### src/rtl/vga_vblank_arbiter.sv
// Grants one requester at a time access to the frame-update resource during vertical blanking.
// Each requester is served at most once per window, round-robin; timed-out or cut-off grants pulse abort.
module vga_vblank_arbiter #(
    parameter int N_REQ      = 3,
    parameter int TIMEOUT    = 1024,
    parameter int GUARD_LINE = 625
) (
    input  logic             pclk,
    input  logic             rst,
    input  logic [10:0]      vcount,
    input  logic             vblnk,
    input  logic [N_REQ-1:0] req,
    input  logic [N_REQ-1:0] done,
    output logic [N_REQ-1:0] gnt,
    output logic [N_REQ-1:0] abort,
    output logic             frame_start,
    output logic [15:0]      frame_cnt,
    output logic             in_window
);

    localparam int PW = (N_REQ > 1) ? $clog2(N_REQ) : 1;
    localparam int CW = (TIMEOUT > 1) ? $clog2(TIMEOUT) : 1;

    localparam logic [1:0] S_IDLE  = 2'd0;
    localparam logic [1:0] S_ARB   = 2'd1;
    localparam logic [1:0] S_GRANT = 2'd2;

    logic [1:0]       state_reg, state_next;
    logic             vblnk_d_reg;
    logic             frame_start_reg;
    logic [15:0]      frame_cnt_reg;
    logic [N_REQ-1:0] served_reg, served_next;
    logic [PW-1:0]    last_ptr_reg, last_ptr_next;
    logic [CW-1:0]    cnt_reg, cnt_next;
    logic [N_REQ-1:0] gnt_reg, gnt_next;
    logic [N_REQ-1:0] abort_reg, abort_next;

    logic             rise;
    logic             past_guard;
    logic             done_hit;
    logic             timeout_hit;
    logic [N_REQ-1:0] pending;
    logic [N_REQ-1:0] cur_onehot;
    logic [N_REQ-1:0] sel_onehot;
    logic             sel_found;
    logic [PW-1:0]    sel_idx;
    int               cand;

    assign rise        = vblnk & ~vblnk_d_reg;
    assign past_guard  = (vcount >= 11'(GUARD_LINE));
    assign pending     = req & ~served_reg;
    assign done_hit    = |(done & cur_onehot);
    assign timeout_hit = (cnt_reg == CW'(TIMEOUT - 1));

    generate
        for (genvar gi = 0; gi < N_REQ; gi++) begin : g_decode
            assign cur_onehot[gi] = (last_ptr_reg == PW'(gi));
            assign sel_onehot[gi] = (sel_idx == PW'(gi));
        end
    endgenerate

    // Search starts one past the last granted index so service rotates across windows.
    always_comb begin
        sel_found = 1'b0;
        sel_idx   = '0;
        cand      = 0;
        for (int k = 1; k <= N_REQ; k++) begin
            cand = int'(last_ptr_reg) + k;
            if (cand >= N_REQ) begin
                cand = cand - N_REQ;
            end
            if (!sel_found && pending[PW'(cand)]) begin
                sel_found = 1'b1;
                sel_idx   = PW'(cand);
            end
        end
    end

    always_comb begin
        state_next    = state_reg;
        served_next   = served_reg;
        last_ptr_next = last_ptr_reg;
        cnt_next      = cnt_reg;
        gnt_next      = gnt_reg;
        abort_next    = '0;
        if (rise) begin
            served_next = '0;
        end
        case (state_reg)
            S_IDLE: begin
                gnt_next = '0;
                if (rise) begin
                    state_next = S_ARB;
                end
            end
            S_ARB: begin
                gnt_next = '0;
                if (!vblnk) begin
                    state_next = S_IDLE;
                end else if (sel_found && !past_guard) begin
                    last_ptr_next = sel_idx;
                    cnt_next      = '0;
                    gnt_next      = sel_onehot;
                    state_next    = S_GRANT;
                end
            end
            S_GRANT: begin
                cnt_next = cnt_reg + CW'(1);
                // A done arriving with a timeout or a vblank fall still counts as completion.
                if (done_hit) begin
                    served_next = served_reg | cur_onehot;
                    gnt_next    = '0;
                    state_next  = vblnk ? S_ARB : S_IDLE;
                end else if (!vblnk) begin
                    abort_next = cur_onehot;
                    gnt_next   = '0;
                    state_next = S_IDLE;
                end else if (timeout_hit) begin
                    abort_next  = cur_onehot;
                    served_next = served_reg | cur_onehot;
                    gnt_next    = '0;
                    state_next  = S_ARB;
                end
            end
            default: begin
                gnt_next   = '0;
                state_next = S_IDLE;
            end
        endcase
    end

    always_ff @(posedge pclk) begin
        if (rst) begin
            state_reg       <= S_IDLE;
            vblnk_d_reg     <= 1'b0;
            frame_start_reg <= 1'b0;
            frame_cnt_reg   <= '0;
            served_reg      <= '0;
            last_ptr_reg    <= PW'(N_REQ - 1);
            cnt_reg         <= '0;
            gnt_reg         <= '0;
            abort_reg       <= '0;
        end else begin
            state_reg       <= state_next;
            vblnk_d_reg     <= vblnk;
            frame_start_reg <= rise;
            frame_cnt_reg   <= frame_cnt_reg + {15'd0, rise};
            served_reg      <= served_next;
            last_ptr_reg    <= last_ptr_next;
            cnt_reg         <= cnt_next;
            gnt_reg         <= gnt_next;
            abort_reg       <= abort_next;
        end
    end

    assign gnt         = gnt_reg;
    assign abort       = abort_reg;
    assign frame_start = frame_start_reg;
    assign frame_cnt   = frame_cnt_reg;
    assign in_window   = (state_reg != S_IDLE);

endmodule

### config.mk
export PLATFORM = sky130hd
export DESIGN_NAME = vga_vblank_arbiter
export DESIGN_NICKNAME = d
export VERILOG_FILES = /design/src/rtl/vga_vblank_arbiter.sv
export SDC_FILE = /design/constraint.sdc
export NUM_CORES = 1
export LEC_CHECK = 0
export ABC_AREA = 1
export BUFFER_PORTS_ARGS = -buffer_cell sky130_fd_sc_hd__buf_4
export CAP_MARGIN = 5
export CORE_MARGIN = 2
export CORE_UTILIZATION = 45
export DETAILED_ROUTE_END_ITERATION = 8
export PLACE_DENSITY = 0.68
export SLEW_MARGIN = 20
export SYNTH_ARGS = -nofsm -noshare
export SYNTH_HDL_FRONTEND = slang
export SYNTH_SLANG_ARGS = --single-unit
### constraint.sdc
create_clock -name pclk -period 1.9 [get_ports pclk]
set_input_delay 0.38 -clock pclk [delete_from_list [all_inputs] [get_ports pclk]]
set_output_delay 0.38 -clock pclk [all_outputs]
set_load 0.005 [all_outputs]
# [Yosys cells after proc, flatten, opt, wreduce, memory -nomap -nowiden]
# Index checks and enable logic that the tools add are counted.
[word_totals] ff_bits=41 inputBits=20 output_inout_bits=24 word_cells=101
[classes] add_sub_neg=8 magnitude_cmp=7 n_eq_ne=12 muxes=42 bitwise_logic=7 reduce_logical=16
[ops] operator="2-to-1 mux 3 bit" count=12
[ops] operator="2-to-1 mux 2 bit" count=12
[ops] operator="2-to-1 mux 10 bit" count=2
[ops] operator="one-hot mux 10 bit (2 select lines)" count=1
[ops] operator="adder 16 x 1 -> 16 bit" count=1
[ops] operator="< comparator 2 x 4 -> 1 bit (second input constant)" count=3
[ops] operator="greater-or-equal comparator 11 x 10 -> 1 bit (second input constant)" count=1
[ops] operator="adder 10 x 1 -> 10 bit (second input constant)" count=1
[ops] operator="equality test 10 bit (second input constant)" count=1
[ops] operator="2-to-1 mux 1 bit" count=10
[ops] operator="greater-or-equal comparator 3 x 2 -> 1 bit (second input constant)" count=3
[ops] operator="AND reduction 3 bit" count=3
[ops] operator="adder 2 x 2 -> 3 bit (second input constant)" count=2
[ops] operator="AND 3 bit" count=2
[ops] operator="binary-select mux 1 bit (select 2 bit)" count=3
[ops] operator="equality test 2 x 1 -> 1 bit (second input constant)" count=3
[ops] operator="equality test 2 bit (second input constant)" count=3
[ops] operator="logical NOT 2 bit" count=3
[ops] operator="inequality test 2 bit (second input constant)" count=3
[ops] operator="one-hot mux 2 bit (3 select lines)" count=1
[ops] operator="one-hot mux 3 bit (2 select lines)" count=1
[ops] operator="subtractor 2 bit (second input constant)" count=3
[ops] operator="OR reduction 5 bit" count=1
[ops] operator="inequality test 4 bit (second input constant)" count=1
[ops] operator="10 further kinds" count=16

# [Longest topological paths before layout]
# Gate-level depths: netlist (run 1).
[depth] word_depth=17 depth_mapped=15 ltp_nobuf=13

# [Worst setup path after synthesis (run 1)]
# No wires, ideal clock.
[synth_timing] path_type="in2reg" from="in vblnk" to="reg frame_cnt_reg[12] (netlist: frame_cnt[12])" setup_ps=116 t_arrival_ps=1796 required_ps=1784 setup_slack_ps=-12 cell_stages=12 path_buffers=0 cell_sequence="inv_1 > nor2_1 > ha_1 > ha_1 > nand4_1 > nor2_1 > nand2_1 > nor2_2 > nand3_2 > nor2_1 > nand2_1 > nor3b_2"
[synth_via] elab_chain_len=2
[synth_rtl] item="start, declared" line_no="11" text="input logic vblnk,"
[synth_rtl] item="AND 1 bit" line_no="49" text="assign rise = vblnk & ~vblnk_d_reg;"
[synth_rtl] item="named net rise" line_no="38" text="logic rise;"
[synth_rtl] item="adder 16 x 1 -> 16 bit" line_no="147" text="frame_cnt_reg <= frame_cnt_reg + {15'd0, rise};"
[synth_rtl] item="end signal, assigned" line_no="147"
[synth_rtl] item="end, declared" line_no="31" text="logic [15:0] frame_cnt_reg;"
# The timed path passes the listed nets, and every way through them passes these cells.
# A chain may end at the register's enable or synchronous reset.

# [Worst setup path after layout (run 1)]
[layout_timing] from="reg vblnk_d_reg" to="reg frame_cnt_reg[15] (netlist: frame_cnt[15])"
[layout_via] elab_chain_len=3
[layout_rtl] item="start, declared" line_no="29" text="logic vblnk_d_reg;"
[layout_rtl] item="start signal, assigned" line_no="145" text="vblnk_d_reg <= vblnk;"
[layout_rtl] item="inverter 1 bit" line_no="49"
[layout_rtl] item="AND 1 bit" line_no="49"
[layout_rtl] item="named net rise" line_no="38"
[layout_rtl] item="adder 16 x 1 -> 16 bit" line_no="147"
# The timed path passes the listed nets, and every way through them passes these cells.

==> metrics.md, run 1 <==
| Metric | Value |
|---|---|
| Nets | `406` |
| Synth warn | `0` |
| Setup slack after layout | `0.1356 ns` |
| Period utilization | `92.86%` |
| CTS Buf Count | `5` |
| Cells after Synth | `317` |
| Max FO, Critical Path | `4` |
| # diodes | `0` |
| Clock power share | `43.1%` |
| Comb power frac | `11.7%` |
| Syn_nets | `343` |
| Gr usage total | `19.13%` |
| Cells along the critical path | `nor2_4, ha_4, buf_4, buf_4, nand3_2, nor2_4, nand2_2, nor2_4, nand2_4, nor2_2, inv_1, or2_0, a21oi_1` |
| Routed len/inst | `11.42 um` |
| CP startpoint kind | `flop` |
| Initial Utilization | `46.74%` |
| Vias | `2214` |
| Num Clock Sinks | `41` |
| Net switching power | `0.4515 mW` |
| Register area share after synthesis | `36.94%` |
| Reg-to-reg endpoint | `frame_cnt[15]$_SDFF_PP0_` |
| Worst r2r src | `vblnk_d_reg$_SDFF_PP0_` |
| Core Rows | `25` |
| Worst-path clk slew | `0.08 ns` |
| # IOs | `44` |
| Slew @ Worst Pin | `0.3540 ns` |
| WS Path Type | `flop to flop` |
| Post-place setup slack | `-0.1699 ns` |
| Commonest non-fill, non-tap cell in the layout | `nand2_1` |
| Rel. slew slack | `76.18%` |
| Cell family with most CP delay | `simple AND/OR/NAND/NOR gates` |
| DR vias/cell | `4.942` |
| 1st-iter DRT viols | `175` |
| Max-cap violations | `0` |
| Residual DRC | `0` |
| Status | `complete, no violations` |
| Pint | `1.506 mW` |
| Post-synth ARST share | `0%` |
| Final Power | `1.957 mW` |
| First-pass DRT Iterations | `5` |
| Die W | `74.27 um` |
| Layout cells sized above 1 | `30.18%` |
| CP Capture Type | `flop` |
| DP HPWL | `3869 um` |
| CP Data Arrival Time | `2.00 ns` |
| Clock H-tree levels | `2` |
| Peak supply drop | `408.6 uV` |
| Number of flops mapped to enable cells by yosys | `0` |
| PD cells | `658.2 mW/mm^2` |
| Final setup vio count | `0` |
| Critical path buffers and inverters | `3` |
| F_max | `566.8 MHz` |
| Gp weighted congestion | `0.8484` |
| TritonCTS clock tree | `built` |
| Worst r2r path cells | `13` |
| Synthesized area per cell | `7.010 um^2` |
| Clock Skew | `0.01035 ns` |
| Slew Limit Fails | `0` |
| Port buffer count | `43` |
| Internal reg-to-reg setup slack | `0.14 ns` |
| Largest register FFs | `16` |
| Total gr overflow | `0` |
| Synthesized area | `0.002222 mm^2` |
| Worst path required time | `2.13 ns` |
| Largest net degree at the start of global routing | `23` |
| Worst-Skew Late Latency | `0.30 ns` |
| Hold path depth | `2` |
| First-pass GRT wire length | `8314 um` |
| Layout area overhead | `33.84%` |
| Die Area | `0.005516 mm^2` |
| Worst Hold Path EP | `frame_cnt[15]$_SDFF_PP0_` |
| Slowest stage cell, crit path | `dfxtp_2` |
| Die Ht | `74.27 um` |
| CTS Buffer Depth | `2` |
| Most used cell, CP | `nor2_4` |
| Top FF cell, synth | `dfxtp_1` |
| Core ar. | `0.004755 mm^2` |
| Vias in the first global route | `1921` |
| Routed Antenna Nets | `0` |
| Switching share of power | `23.07%` |
| WL final | `5114 um` |
| Yosys cell types | `36` |
| Commonest non-fill, non-tap cells in the layout | `nand2_1, buf_4, dfxtp_1` |
| Clock root cell | `clkbuf_8` |
| Leak | `1.248 nW` |
| Share of power burned in registers | `45.2%` |
| Worst path max stage delay | `0.33 ns` |
| Initial antenna violation count | `0` |
| Min Tclk post-route | `1.764 ns` |
| Worst hold path type | `flop to flop` |
| Final Hold Vio Count | `0` |
| Min-Delay Startpoint | `frame_cnt[15]$_SDFF_PP0_` |
| Sum Neg Setup Slack | `0 ns` |
| Yosys reg bits | `41` |
-- metrics by stage --
stage          hold WS, ns  util (%)  cell area [um^2]  std cells
3_3_place_gp        0.4593     57.29              2724        438
4_1_cts             0.4657     60.24              2864        446
6_report            0.4776     62.55              2974        448
2_1_floorplan       0.4490         -              2227        317
5_1_grt             0.4959     62.55              2974        448
3_5_place_dp        0.4676     57.29              2724        438
-- power groups by stage --
stage	Clock (mW)	Combinational (mW)	Sequential [mW]
2_1_floorplan	0	0.120	0.899
3_3_place_gp	0	0.209	0.900
3_5_place_dp	0	0.214	0.901
5_1_grt	0.888	0.258	0.886
4_1_cts	0.855	0.216	0.880
6_report	0.843	0.230	0.884
-- final cells by class --
cell class,count,area (um^2)
multi-input cells,229,1305
repair buffers,61,457.9
inverters,42,165.2
clock inverters,3,68.82
flip-flops and latches,41,824.5
well taps,67,83.83
clock buffers,5,68.82
fillers,456,1780
-- logic make-up after synthesis --
group,Yosys count,share of synthesized area [%]
compound gates,57,13.85
xor+xnor,2,1.126
fa+ha+maj,6,3.378
buf+inv,47,8.671
flops,41,36.94
simple gates,164,36.04
-- metal layers --
metal	part of all wire [%]	global-route usage, %
met1	49	26.51
met2	45	30.65
met3	5.3	4.201
met4	0.88	4.563
met5	0	0
-- worst reg2reg max path: stages, from the launching register on --
cell and delay (ns):
dfxtp_2 0.33, nor2_4 0.11, ha_4 0.15, buf_4 0.10, buf_4 0.09, nand3_2 0.10
nor2_4 0.12, nand2_2 0.08, nor2_4 0.12, nand2_4 0.08, nor2_2 0.08, inv_1 0.05
or2_0 0.19, a21oi_1 0.11
-- cells in the mapped netlist, types with 3 or more instances --
| cell | number | share of area (%) |
|---|---|---|
| nor2_1 | 31 | 5.2 |
| nand2_2 | 4 | 1.1 |
| o21ai_1 | 5 | 1.1 |
| nand3_2 | 7 | 3.2 |
| inv_1 | 38 | 6.4 |
| o21ai_0 | 15 | 3.4 |
| nand3_1 | 16 | 3.6 |
| dfxtp_1 | 41 | 37 |
| nor2_2 | 6 | 1.7 |
| a21oi_1 | 29 | 6.5 |
| clkbuf_1 | 3 | 0.51 |
| nand2_1 | 73 | 12 |
| nor3_1 | 8 | 1.8 |
| ha_1 | 6 | 3.4 |
| nand4_1 | 9 | 2.5 |
-- worst max-delay path by stage --
stage                                             from                        to  slack (ns)  cells past startpoint
after floorplan                                  vblnk  frame_cnt[12]$_SDFF_PP0_        0.02                     12
after global placement                           vblnk  frame_cnt[12]$_SDFF_PP0_       -0.12                     13
after detailed placement                         vblnk  frame_cnt[12]$_SDFF_PP0_       -0.17                     13
after CTS                 last_ptr_reg[0]$_SDFFE_PP0P_   cnt_reg[9]$_SDFFE_PP0P_        0.04                     11
after global routing            vblnk_d_reg$_SDFF_PP0_  frame_cnt[15]$_SDFF_PP0_       -0.03                     13
final                           vblnk_d_reg$_SDFF_PP0_  frame_cnt[15]$_SDFF_PP0_        0.14                     13
-- what timing repair did --
item | 4_1_cts | 5_1_grt
hold buffers | 0 | 0
pin swaps | 0 | 6
gates cloned | 0 | 0
resized for setup | 1 | 22
setup buffers | 0 | 2
endpoints found under the setup margin | 9 | 21
Note: power is estimated with default switching activity, not from simulation.
==> inputs of run 2 (changes only) <==
--- a/config.mk
+++ b/config.mk
@@ -7,10 +7,11 @@
 export LEC_CHECK = 0
 export ABC_AREA = 1
 export BUFFER_PORTS_ARGS = -buffer_cell sky130_fd_sc_hd__buf_4
-export CAP_MARGIN = 5
+export CAP_MARGIN = 25
 export CORE_MARGIN = 2
 export CORE_UTILIZATION = 45
 export DETAILED_ROUTE_END_ITERATION = 8
+export GPL_TIMING_DRIVEN = 0
 export PLACE_DENSITY = 0.68
 export SLEW_MARGIN = 20
 export SYNTH_ARGS = -nofsm -noshare
==> metrics.md, run 2 (synthesis gave the netlist of run 1 again) <==
| Metric | Value |
|---|---|
| Max FO, Critical Path | `8 (+4)` |
| First-pass DRT Iterations | `4 (-1)` |
| Slew @ Worst Pin | `0.5643 ns (+0.2103 ns)` |
| Worst-path clk slew | `0.08 ns (about the same)` |
| DP HPWL | `3661 um (-5.4%)` |
| Core ar. | `0.004755 mm^2 (unchanged)` |
| WL final | `5279 um (+3.2%)` |
| Clock Skew | `0.008706 ns (-0.001649 ns)` |
| Layout cells sized above 1 | `30.77% (+0.59 points)` |
| Core Rows | `25 (unchanged)` |
| Max-cap violations | `0 (unchanged)` |
| Clock H-tree levels | `2 (unchanged)` |
| Die Ht | `74.27 um (unchanged)` |
| Fin Hold WS | `0.2944 ns (-0.1832 ns)` |
| F_max | `532.2 MHz (-6.1%)` |
| Routed Antenna Nets | `0 (unchanged)` |
| Routed len/inst | `11.89 um (+4.2%)` |
| Final setup vio count | `0 (unchanged)` |
| Largest register FFs | `16 (unchanged)` |
| WS Path Type | `flop to flop` |
| Worst-Skew Late Latency | `0.30 ns (about the same)` |
| Rel. slew slack | `62.38% (-14 points)` |
| RSZ-0062 raised after global routing | `true` |
| Vias | `2232 (+0.81%)` |
| Largest net degree at the start of global routing | `14 (-39%)` |
| Min Tclk post-route | `1.879 ns (+0.1147 ns)` |
| Final Hold Vio Count | `0 (unchanged)` |
| Total gr overflow | `0 (unchanged)` |
| Commonest non-fill, non-tap cell in the layout | `nand2_1` |
| Die Area | `0.005516 mm^2 (unchanged)` |
| 1st-iter DRT viols | `154 (-12%)` |
| TritonCTS clock tree | `built` |
| CTS Buffer Depth | `2 (unchanged)` |
| Hold path depth | `2 (unchanged)` |
| Commonest non-fill, non-tap cells in the layout | `nand2_1, buf_4, dfxtp_1` |
| Port buffer count | `43 (unchanged)` |
| Leak | `1.189 nW (-4.7%)` |
| Hold_buf cts | `0 (unchanged)` |
| Gr usage total | `19.70% (+0.56 points)` |
| Placed cells | `427 (-2.5%)` |
| Num Clock Sinks | `41 (unchanged)` |
| CP Capture Type | `flop` |
| Gp weighted congestion | `0.8208 (-3.3%)` |
| CP startpoint kind | `flop` |
| Die W | `74.27 um (unchanged)` |
| Initial Utilization | `46.74% (unchanged)` |
| PD cells | `577.1 mW/mm^2 (-12%)` |
| Slew Limit Fails | `0 (unchanged)` |
| Period utilization | `98.90% (+6.0 points)` |
| # IOs | `44 (unchanged)` |
| # diodes | `0 (unchanged)` |
| Worst path required time | `2.07 ns (-0.06 ns)` |
| Filler cell count in the final layout | `461 (+1.1%)` |
| Final Power | `1.685 mW (-14%)` |
| Post-route insts no fill | `444 (-0.89%)` |
| Status | `complete, no violations` |
| CP Data Arrival Time | `2.05 ns (+0.05 ns)` |
| Worst hold path type | `input pin to flop` |
| Nets | `402 (-0.99%)` |
| CTS Buf Count | `5 (unchanged)` |
| Worst r2r path cells | `12 (-1)` |
| Initial antenna violation count | `0 (unchanged)` |
| First-pass GRT wire length | `8473 um (+1.9%)` |
| Vias in the first global route | `2015 (+4.9%)` |
| Peak supply drop | `363.3 uV (-11%)` |
| DR vias/cell | `5.027 (+1.7%)` |
| Layout area overhead | `31.42%` |
| Post-layout util | `61.42% (-1.1 points)` |
| Clock root cell | `clkbuf_8` |
| Residual DRC | `0 (unchanged)` |
==> run 2: cell types whose count changed in the layout (fill, tap and decap cells not counted), sizes merged <==
cell      change
buf           -8
bufinv        -2
clkbuf        +3
clkinv        +1
clkinvlp      +2
==> run 2: critical path: stages, from the launching register on <==
cell        delay [ns]
dfxtp_2           0.34
buf_6             0.11
inv_6             0.03
ha_4              0.35
inv_6             0.07
o21ai_4           0.16
nand2_4           0.09
nand3_4           0.11
nand3_4           0.09
nand2_4           0.12
clkinvlp_4        0.14
nand2_1           0.10
a21oi_2           0.05
==> run 2: layout make-up <==
cell class	instances	area, um^2	area share, %
clock inverters	3	17.52	0.5998
well taps	67	83.83	2.871
multi-input cells	229	1335	45.72
plain buffers	4	22.52	0.7712
repair inverters	1	7.507	0.2571
inverters	42	170.2	5.827
clock buffers	5	68.82	2.356
repair buffers	52	390.4	13.37
flip-flops and latches	41	824.5	28.23
==> run 2: path summary, 6_finish.rpt <==
check,slack (ns),from,end
worst max-delay path,0.02,last_ptr_reg[0]$_SDFFE_PP0P_,cnt_reg[4]$_SDFFE_PP0P_
worst min register to register,0.48,gnt[1]$_SDFFE_PP0P_,gnt[1]$_SDFFE_PP0P_
worst max register to register,0.02,last_ptr_reg[0]$_SDFFE_PP0P_,cnt_reg[4]$_SDFFE_PP0P_
worst min-delay path,0.29,rst,frame_cnt[12]$_SDFF_PP0_
==> run 2: where the power goes <==
part / leakage, nW / internal [mW] / total, mW / switching (mW)
sequential: 0.332 / 0.871 / 0.882 / 0.0111
combinational: 0.814 / 0.103 / 0.239 / 0.136
clock: 0.0439 / 0.253 / 0.564 / 0.310
total: 1.19 / 1.23 / 1.69 / 0.458
==> run 2: repair_timing <==
item                       in CTS  in global routing
gates cloned                    1                  0
pin swaps                       7                 13
setup endpoints to repair      17                 19
setup buffers                   5                  4
gates resized for setup        11                 23
==> run 2: per-stage QoR <==
| step | worst slack, ns | TNS [ns] | area (um^2) |
|---|---|---|---|
| after floorplan | 0.02329 | 0 | 2227 |
| after global placement | -0.3085 | -2.547 | 2634 |
| after detailed placement | -0.3089 | -2.818 | 2634 |
| after CTS | 0.002241 | 0 | 2815 |
| after global routing | -0.07736 | -0.4712 | 2920 |
| final | 0.02093 | 0 | 2920 |
==> run 2: layer usage <==
metal / up-vias / wire (um) / track usage (%)
met1: 1016 / 2577 / 26.31
met3: 5 / 187 / 3.252
li1: 1163 / - / -
met4: 0 / 69 / 7.738
met2: 48 / 2444 / 31.94
met5: - / 0 / 0
==> inputs of run 3 (changes only) <==
--- a/config.mk
+++ b/config.mk
@@ -9,10 +9,10 @@
 export BUFFER_PORTS_ARGS = -buffer_cell sky130_fd_sc_hd__buf_4
 export CAP_MARGIN = 25
 export CORE_MARGIN = 2
-export CORE_UTILIZATION = 45
+export CORE_UTILIZATION = 30
 export DETAILED_ROUTE_END_ITERATION = 8
 export GPL_TIMING_DRIVEN = 0
-export PLACE_DENSITY = 0.68
+export PLACE_DENSITY = 0.48
 export SLEW_MARGIN = 20
 export SYNTH_ARGS = -nofsm -noshare
 export SYNTH_HDL_FRONTEND = slang
==> metrics.md, run 3 (synthesis gave the netlist of run 1 again) <==
| Metric | Value |
|---|---|
| CP Data Arrival Time | `2.03 ns (-0.02 ns)` |
| Clock root cell | `clkbuf_8` |
| Gr usage total | `14.05% (-5.6 points)` |
| CTS Buf Count | `5 (unchanged)` |
| Nets | `411 (+2.2%)` |
| Residual DRC | `0 (unchanged)` |
| Comb power frac | `13.1% (-1.1 points)` |
| Pint | `1.407 mW (+15%)` |
| Vias in the first global route | `2063 (+2.4%)` |
| Largest register FFs | `16 (unchanged)` |
| Slew Limit Fails | `0 (unchanged)` |
| Worst-path clk slew | `0.08 ns (about the same)` |
| Cells along the critical path | `buf_6, inv_6, ha_4, inv_8, o21ai_4, nand2_4, nand3_4, nand3_4, nand2_4, clkinvlp_4, nand2_1, a21oi_1` |
| Core ar. | `0.007214 mm^2 (+52%)` |
| CTS Buffer Depth | `2 (unchanged)` |
| 1st-iter DRT viols | `87 (-44%)` |
| Leak | `1.255 nW (+5.6%)` |
| Commonest non-fill, non-tap cells in the layout | `nand2_1, buf_4, dfxtp_1` |
| Slowest stage cell, crit path | `dfxtp_2` |
| Commonest non-fill, non-tap cell in the layout | `nand2_1` |
| # IOs | `44 (unchanged)` |
| Initial antenna violation count | `0 (unchanged)` |
| Layout cells sized above 1 | `31.09% (+0.32 points)` |
| Max-cap violations | `0 (unchanged)` |
| WL final | `5525 um (+4.7%)` |
| Slew @ Worst Pin | `0.6608 ns (+0.09646 ns)` |
| DP HPWL | `4047 um (+11%)` |
| Initial Utilization | `30.80% (-16 points)` |
| WS Path Type | `flop to flop` |
| M1 WL | `2744 um (+6.5%)` |
| Gp weighted congestion | `0.8747 (+6.6%)` |
| Post-layout util | `42.63% (-19 points)` |
| First-pass DRT Iterations | `4 (unchanged)` |
| Hold_buf cts | `0 (unchanged)` |
| Worst path max stage delay | `0.34 ns (about the same)` |
| Clock H-tree levels | `2 (unchanged)` |
| Routed len/inst | `11.39 um (-4.2%)` |
| Top layer in use | `met4` |
| CP startpoint kind | `flop` |
| DR vias/cell | `4.581 (-8.9%)` |
| Final setup vio count | `0 (unchanged)` |
| Worst path required time | `2.07 ns (about the same)` |
| CP Capture Type | `flop` |
| TritonCTS clock tree | `built` |
| Peak supply drop | `332.9 uV (-8.4%)` |
| Worst hold path type | `input pin to flop` |
| Vias | `2222 (-0.45%)` |
| DR WL met3 | `260 um (+39%)` |
| Net switching power | `0.4455 mW (-2.7%)` |
| Critical path buffers and inverters | `4 (unchanged)` |
| PD cells | `602.5 mW/mm^2 (+4.4%)` |
| Largest net degree at the start of global routing | `13 (-1)` |
| Final Hold Vio Count | `0 (unchanged)` |
| Post-place setup slack | `-0.4068 ns (-0.09792 ns)` |
| Clock Skew | `0.008524 ns (-0.0001820 ns)` |
| Total gr overflow | `0 (unchanged)` |
| Max FO, Critical Path | `7 (-1)` |
| Num Clock Sinks | `41 (unchanged)` |
| First-pass GRT wire length | `9480 um (+12%)` |
| Share of power burned in registers | `47.6% (-4.8 points)` |
| Routed Antenna Nets | `0 (unchanged)` |
| Die W | `90.07 um (+21%)` |
| Core Rows | `31 (+24%)` |
| Port buffer count | `43 (unchanged)` |
| # diodes | `0 (unchanged)` |
| Rel. slew slack | `55.95% (-6.4 points)` |
| Clock power share | `39.3% (+5.8 points)` |
| Layout area overhead | `38.40%` |
| F_max | `537.6 MHz (+1.0%)` |
| Min Tclk post-route | `1.860 ns (-0.01881 ns)` |
| Cell family with most CP delay | `simple AND/OR/NAND/NOR gates` |
| Routed met2 length | `2418 um (-1.1%)` |
| Worst-Skew Late Latency | `0.30 ns (about the same)` |
| RSZ-0062 raised after global routing | `true` |
| Die Area | `0.008112 mm^2 (+47%)` |
| Status | `complete, no violations` |
| Period utilization | `97.91% (-0.99 points)` |
| Die Ht | `90.07 um (+21%)` |
| Switching share of power | `24.04% (-3.1 points)` |
| Setup slack after layout | `0.03974 ns (+0.01881 ns)` |
## run 3: area by class of cell
| class | count | area (um^2) |
|---|---|---|
| fillers | 771 | 4139 |
| multi-input cells | 229 | 1350 |
| flip-flops and latches | 41 | 824.5 |
| repair buffers | 61 | 457.9 |
| inverters | 42 | 172.7 |
| well taps | 99 | 123.9 |
| clock buffers | 7 | 86.33 |
| clock inverters | 1 | 30.03 |
| plain buffers | 4 | 22.52 |
| repair inverters | 1 | 7.507 |
## run 3: per-stage QoR
stage / hold WS, ns / power [mW] / std cells / cell area (um^2) / setup TNS [ns]
4_1_cts: 0.2869 / 1.862 / 482 / 2969 / 0
2_1_floorplan: 0.4490 / 1.019 / 317 / 2227 / 0
6_report: 0.2968 / 1.853 / 485 / 3075 / 0
3_5_place_dp: 0.4645 / 1.102 / 459 / 2674 / -4.133
3_3_place_gp: 0.4570 / 1.100 / 459 / 2674 / -3.862
5_1_grt: 0.2915 / 1.949 / 485 / 3075 / -0.5479
## run 3: power by group through the flow
stage	clock [mW]	combinational (mW)	sequential [mW]
finish	0.728	0.243	0.882
global route	0.793	0.272	0.884
CTS	0.752	0.229	0.881
detailed placement	0	0.202	0.900
global placement	0	0.201	0.899
floorplan	0	0.120	0.899
## run 3: path summary, 6_finish.rpt
kind	to	cells past startpoint	slack, ns	from
max	cnt_reg[2]$_SDFFE_PP0P_	12	0.04	last_ptr_reg[0]$_SDFFE_PP0P_
min	frame_cnt[12]$_SDFF_PP0_	2	0.30	rst
max reg2reg	cnt_reg[2]$_SDFFE_PP0P_	12	0.04	last_ptr_reg[0]$_SDFFE_PP0P_
min reg2reg	gnt[2]$_SDFFE_PP0P_	2	0.47	gnt[2]$_SDFFE_PP0P_
## run 3: per-layer routing
metal | vias to the layer above | GRT usage, %
met4 | 0 | 4.615
met3 | 11 | 3.437
met5 | - | 0
met2 | 49 | 21.80
li1 | 1177 | -
met1 | 985 | 19.14
## run 3: repair_timing
| action | CTS | global route |
|---|---|---|
| pin swaps | 8 | 16 |
| setup endpoints to repair | 19 | 19 |
| cloned | 1 | 0 |
| gates resized for setup | 16 | 22 |
| setup buffers | 14 | 4 |
